==> src/rtl/svr_read_sched.sv <==
// Read scheduler for the SVR single 128-bit read port.
// Two requesters are arbitrated round-robin. A granted request is sequenced
// as 1 or 4 four-word beats, assembled into a 512-bit operand, and held
// until the requester accepts it.
module svr_read_sched #(
    parameter int NREQ = 2,
    parameter int AW   = 5
) (
    input  logic                     clk,
    input  logic                     rst_n,
    input  logic [NREQ-1:0]          req_valid,
    output logic [NREQ-1:0]          req_ready,
    input  logic [NREQ-1:0][AW-1:0]  req_addr,
    input  logic [NREQ-1:0][1:0]     req_vl,
    output logic [AW-1:0]            svr_ra,
    input  logic [127:0]             svr_rd,
    output logic                     rsp_valid,
    input  logic                     rsp_ready,
    output logic                     rsp_id,
    output logic [511:0]             rsp_data,
    output logic                     rsp_err
);

    typedef enum logic [1:0] {IDLE, READ, RESP} state_t;

    state_t           state_q, state_d;
    logic             prio_q;      // requester that wins a tie
    logic [AW-1:0]    addr_q;
    logic [1:0]       vl_q;
    logic             id_q;
    logic [1:0]       beat_q;
    logic [3:0][127:0] data_q;
    logic             err_q;

    logic             gnt_any;
    logic             gnt_id;
    logic             hs;
    logic             last_beat;

    // Winner: the preferred requester if it is valid, otherwise the other one.
    assign gnt_any   = |req_valid;
    assign gnt_id    = req_valid[prio_q] ? prio_q : ~prio_q;
    assign hs        = (state_q == IDLE) && gnt_any;
    // Only VL=10 spans four beats; every other length finishes in one.
    assign last_beat = (vl_q == 2'b10) ? (beat_q == 2'd3) : 1'b1;

    assign rsp_valid = (state_q == RESP);
    assign rsp_id    = id_q;
    assign rsp_data  = data_q;
    assign rsp_err   = err_q;

    // Grant decode and read address; address wraps naturally in AW bits.
    always_comb begin
        req_ready = '0;
        svr_ra    = '0;
        if (hs)
            req_ready[gnt_id] = 1'b1;
        if (state_q == READ)
            svr_ra = addr_q + AW'({beat_q, 2'b00});
    end

    // Next-state logic.
    always_comb begin
        state_d = state_q;
        case (state_q)
            IDLE: if (hs) state_d = (req_vl[gnt_id] == 2'b11) ? RESP : READ;
            READ: if (last_beat) state_d = RESP;
            RESP: if (rsp_ready) state_d = IDLE;
            default: state_d = IDLE;
        endcase
    end

    // State register.
    always_ff @(posedge clk or negedge rst_n) begin
        if (!rst_n) state_q <= IDLE;
        else        state_q <= state_d;
    end

    // Request capture, beat assembly and arbiter pointer.
    always_ff @(posedge clk or negedge rst_n) begin
        if (!rst_n) begin
            prio_q <= 1'b0;
            addr_q <= '0;
            vl_q   <= '0;
            id_q   <= 1'b0;
            beat_q <= '0;
            data_q <= '0;
            err_q  <= 1'b0;
        end else if (hs) begin
            prio_q <= ~gnt_id;
            addr_q <= req_addr[gnt_id];
            vl_q   <= req_vl[gnt_id];
            id_q   <= gnt_id;
            beat_q <= '0;
            data_q <= '0;
            err_q  <= (req_vl[gnt_id] == 2'b11);
        end else if (state_q == READ) begin
            // Single-word reads still fetch four words; keep only word 0.
            data_q[beat_q] <= (vl_q == 2'b00) ? {96'b0, svr_rd[31:0]} : svr_rd;
            if (!last_beat)
                beat_q <= beat_q + 2'd1;
        end
    end

endmodule

==> config.mk <==
export PLATFORM = sky130hd
export DESIGN_NAME = svr_read_sched
export DESIGN_NICKNAME = d
export VERILOG_FILES = /design/src/rtl/svr_read_sched.sv
export SDC_FILE = /design/constraint.sdc
export NUM_CORES = 1
export LEC_CHECK = 0
export CORE_AREA = 10 10 252 254
export DETAILED_ROUTE_END_ITERATION = 10
export DIE_AREA = 0 0 262 264
export GPL_ROUTABILITY_DRIVEN = 0
export PLACE_DENSITY = 0.65
export SLEW_MARGIN = 15
export SYNTH_ARGS = -nofsm -noshare
export SYNTH_HDL_FRONTEND = slang
export SYNTH_SLANG_ARGS = --single-unit
==> constraint.sdc <==
create_clock -name clk -period 1.6 [get_ports clk]
set_clock_uncertainty 0.15 [all_clocks]
set_input_delay 0.16 -clock clk [delete_from_list [all_inputs] [get_ports clk]]
set_output_delay 0.16 -clock clk [all_outputs]
set_load 0.02 [all_outputs]
==> Yosys cells after proc, flatten, opt, wreduce, memory -nomap -nowiden <==
Cells that the tools add are included.
{ "totals": {"register_bits": 526, "out_inout_bits": 522, "wordCells": 64} }
{ "classes": {"bitwise_logic": 2, "n_addsub": 2, "reduce_logical": 9, "n_eq_ne": 9, "muxes": 26, "magnitude_cmp": 5} }
{ "ops": {"columns": ["op", "n"], "rows": [
  ["two-way mux 512 bit", 2],
  ["bitwise mux 512 bit", 1],
  ["demux 128 bit (select 2 bit)", 1],
  ["two-way mux 128 bit", 2],
  ["two-way mux 2 bit", 10],
  ["two-way mux 5 bit", 3],
  ["equality test 2 bit, second input constant", 4],
  ["inequality test 2 bit, second input constant", 3],
  ["case mux 2 bit (3 select lines)", 1],
  ["adder 5 x 4 -> 5 bit", 1],
  ["two-way mux 1 bit", 5],
  ["zero test 2 bit", 2],
  ["< comparator 1 x 2 -> 1 bit, second input constant", 2],
  ["logical AND 1 bit", 3],
  ["< comparator 2 x 3 -> 1 bit, second input constant", 1],
  ["AND reduction 3 bit", 1],
  ["adder 2 x 1 -> 2 bit, second input constant", 1],
  ["equality test 2 x 1 -> 1 bit, second input constant", 1],
  ["greater-or-equal comparator 2 x 1 -> 1 bit, second input constant", 1],
  ["inequality test 2 x 1 -> 1 bit, second input constant", 1],
  ["NOT 1 bit", 2],
  ["AND reduction 2 bit", 1],
  ["nonzero test 2 bit", 1],
  ["OR reduction 2 bit", 1],
  ["other kinds (2)", 2]
]} }

==> Logic depth before layout (Yosys ltp) <==
{ "logic_depth": {"depth_word": 9, "mapped_depth": 8} }

==> Least setup slack after synthesis <==
Ideal clock, no wire load.
{ "synth_timing": {"kind": "reg2reg", "startpoint": "register beat_q[1]", "endpoint": "register data_q (netlist bit rsp_data[130])", "path_stages_with_launch": 8, "path_buffers": 3, "t_arrival_ns": 1.467, "setup_slack_ns": -0.138, "period_less_slack_ns": 1.738, "cell_sequence": "dfrtp_1 > inv_1 > ha_1 > and2_1 > buf_4 > buf_4 > buf_2 > a22o_1"} }
{ "synth_between": {"elab_chain_cells": 7, "elab_cells_between_ends": 8, "classes_between": "order compare (2); mux (5); reduce/logical (1)"} }
{ "synth_lines": {"columns": ["element", "line", "text"], "rows": [
  ["from (decl)", "31", "logic [1:0] beat_q;"],
  ["from (signal assigned)", "101", "beat_q <= beat_q + 2'd1;"],
  ["< comparator 2 x 3 -> 1 bit (implied by the code) or greater-or-equal comparator 2 x 1 -> 1 bit (tied branches)", "99", "data_q[beat_q] <= (vl_q == 2'b00) ? {96'b0, svr_rd[31:0]} : svr_rd;"],
  ["logical AND 1 bit (implied by the code)", "99", null],
  ["two-way mux 128 bit", "99", null],
  ["demux 128 bit (select 2 bit) (*)", "99", null],
  ["bitwise mux 512 bit (*)", "99", null],
  ["two-way mux 512 bit (*)", "97", "end else if (state_q == READ) begin"],
  ["two-way mux 512 bit (*)", "89", "end else if (hs) begin"],
  ["to (signal, indexed assignment)", "99", null],
  ["to (decl)", "32", "logic [3:0][127:0] data_q;"]
]} }
Mark *: on every way between the ends. The rest lies on a longest branch, timed or not. The select of a mux whose other input is x is not followed.
A chain may end at the register's enable or synchronous reset.

==> Final worst setup path <==
{ "layout_timing": {"startpoint": "register addr_q[2]", "endpoint": "output svr_ra[4]"} }
{ "layout_between": {"elab_chain_cells": 2} }
{ "layout_lines": {"columns": ["element", "line", "text"], "rows": [
  ["from (decl)", "28", "logic [AW-1:0] addr_q;"],
  ["from (signal assigned)", "91", "addr_q <= req_addr[gnt_id];"],
  ["adder 5 x 4 -> 5 bit", "59", "svr_ra = addr_q + AW'({beat_q, 2'b00});"],
  ["two-way mux 5 bit", "58", "if (state_q == READ)"],
  ["to (decl)", "15", "output logic [AW-1:0] svr_ra,"]
]} }
Every way passes these cells.

==> impl_metrics.yaml <==
synth:
  syn_inst: 1461
  synth.ff_latch_count: 526
  ys_async_sr_fraction: 1.00
  synthFlopType: "dfrtp_1"
  avgSynthCellArea_um2: 13.6
  synth_edf_count: 0
  synth-seq-area-share: 0.663
  synth_warnings: 0
  syn-cell-area_um2: 19800
  yosysUniqueCellTypes: 30
  syn_nets: 1614
floorplanning:
  die_y_um: 264
  initial_core_util: 0.339
  io_pins: 669
  core_um2: 58500
  die_w_um: 262
  num_rows: 89
  dieArea_um2: 69200
status:
  failed_checks: "negative setup slack"
  status: "finished, violations left"
grt:
  grt-ovfl-total: 0
  antenna_found_initial: 6
  grt_pass1_vias: 17501
  grt_pass1_wl_mm: 120
  grt_max_degree: 89
  track_usage: 0.230
flow_run:
  max_cap_violations: 0
sta:
  hold_viol: 0
  whs_ns: 0.0542
  worst_slack_ns: -0.659
  worst_pin_slew_ns: 0.503
  setup_viol_count_final: 526
  relSlewSlack: 0.664
  rsz0062_at_grt: "yes"
  min_period_ns: 2.26
  fmax_mhz: 443
  min_period_over_period: 1.41
  finalMaxSlewViolations: 0
route:
  wire_per_inst_um: 29.7
  vias: 17686
  drtIter0Drc: 1370
  via_per_inst: 5.77
  drc: 0
  firstDrtPassIters: 5
  finalWirelength_mm: 91.2
  antenna_left: 0
clock_network:
  clk_pin_slew_worst_paths_ns: 0.06
  clk_path_buf_depth: 3
  cts_buffers: 55
  cts_sinks: 526
  cts_tree: "built"
  root_buffer: "clkbuf_16"
  h-tree-depth: 2
  clock_latency_ns: 0.59
final_layout:
  mostFrequentLayoutCell: "dfrtp_1"
  multiInputGateArea_um2: 6230
  drive_gt1_frac: 0.398
  seqCellArea_um2: 13200
  nFillCells: 4877
  nNetsFinal: 2397
  areaGrowthSynthToFinish_pct: 58.9
  layout_common_cells: "525 x dfrtp_1, 295 x a32o_1, 273 x clkdlybuf4s15_2"
  fin_util: 0.540
worst_setup_path:
  crit_buf_inv: 2
  cp-end-kind: "primary output"
  crit_slowest_cell: "dfrtp_1"
  path_cells: "ha_2, inv_2, fa_2, xnor2_2, and2_4, buf_6"
  critPathArrivalTime_ns: 1.95
  worstPathMaxFanout: 2
  path_class: "flip-flop to primary output"
  max_stage_delay_ns: 0.36
  required_ns: 1.29
  crit_path_start_kind: "flip-flop"
  critical_path.top_delay_family: "adder cells"
hold_path:
  hp-class: "input pin to flip-flop"
power_and_ir_drop:
  power_leakage_nw: 14.4
  ir_worst_vdd_mv: 1.12
  p_per_area_nw_per_um2: 1740
  p_total_mw: 54.8
place:
  place_hpwl_mm: 58.8
  numPortBuffers: 668
timing repair:
action | in CTS | in global routing
pin swaps | 19 | 42
gates resized for setup | 1937 | 152
buffers inserted | 18 | 29
hold endpoints to repair | 526 | 0
hold buffers | 2 | 0
endpoints found under the setup margin | 1034 | 641
cloned | 5 | 38
area by class of cell:
class                           instances  share of cell area
Antenna cell                            7            0.000555
Clock inverter                         14             0.00539
Timing Repair Buffer                  890               0.296
Multi-Input combinational cell        766               0.197
Sequential cell                       526               0.417
Inverter                                5            0.000754
Clock buffer                           85              0.0517
Tap cell                              773              0.0307
tightest hold or removal path: cells and delay by family:
family                 cells  cell delay [ns]
buffers and inverters      1             0.47
AND/OR/NAND/NOR            1             0.09
AO/OA/AOI/OAI              1             0.05
routing by layer:
layer / track usage / routed length (µm)
met1: 0.273 / 33600
met2: 0.388 / 45500
met3: 0.0653 / 8500
met4: 0.0851 / 3490
met5: 0 / 13
kinds of logic after synthesis:
group                    Yosys count  share of synthesized area
flip-flops                       526                      0.663
AO/OA/AOI/OAI                    524                      0.231
AND/OR/NAND/NOR                  223                     0.0500
buffers and inverters            169                     0.0445
multiplexers                      11                    0.00624
adder cells (fa/ha/maj)            6                    0.00416
XOR/XNOR                           2                   0.000883
registers in the layout, summed over array words and instances (netlist names):
register  cells
addr_q        5
vl_q          2
state_q       2
rsp_err       1
rsp_data    512
beat_q        2
rsp_id        1
prio_q        1
final timing paths:
path	end	slack [ns]	from	depth (start not counted)
max	svr_ra[4]	-0.66	addr_q[2]$_DFFE_PN0P_	6
min	rsp_data[152]$_DFFE_PN0P_	0.05	svr_rd[24]	3
max reg2reg	rsp_data[418]$_DFFE_PN0P_	-0.64	state_q[1]$_DFFE_PN0P_	13
min reg2reg	rsp_id$_DFFE_PN0P_	0.33	rsp_id$_DFFE_PN0P_	1
max in group asynchronous	rsp_data[274]$_DFFE_PN0P_	0.72	rst_n	3
min in group asynchronous	rsp_data[468]$_DFFE_PN0P_	0.06	rst_n	3
power by group:
| part | internal, mW | switching [mW] |
|---|---|---|
| Combinational | 10.8 | 14.4 |
| Sequential | 15.4 | 1.34 |
| Clock | 7.47 | 5.41 |
| Total | 33.7 | 21.2 |
synth_stat cells (2+ instances only):
master | instances | area share
and2_1 | 9 | 0.0028
a32o_1 | 297 | 0.15
a21oi_1 | 91 | 0.023
xnor2_1 | 2 | 0.00088
buf_6 | 5 | 0.0028
buf_1 | 11 | 0.0021
ha_1 | 5 | 0.0032
o21ai_0 | 8 | 0.0020
nand2_1 | 114 | 0.022
nor2_1 | 8 | 0.0015
clkbuf_1 | 63 | 0.012
a22o_1 | 120 | 0.053
mux2i_1 | 9 | 0.0045
buf_4 | 42 | 0.016
inv_1 | 5 | 0.00095
nor2_2 | 3 | 0.00095
nor2b_1 | 3 | 0.00095
nand3_1 | 84 | 0.021
dfrtp_1 | 526 | 0.66
buf_2 | 43 | 0.011
o2bb2ai_1 | 4 | 0.0018
per-stage QoR:
stage,instances,instance area [µm²],TNS [ns],worst slack [ns]
after floorplan,1461,20100,-3.51,-0.0447
after global placement,2874,28400,-156.80,-0.555
after detailed placement,2874,28400,-176.02,-0.568
after CTS,2998,29800,-169.16,-0.675
after global routing,3064,31500,-263.16,-0.754
final,3066,31500,-222.99,-0.659
Note: power is estimated with default switching activity, not from simulation.
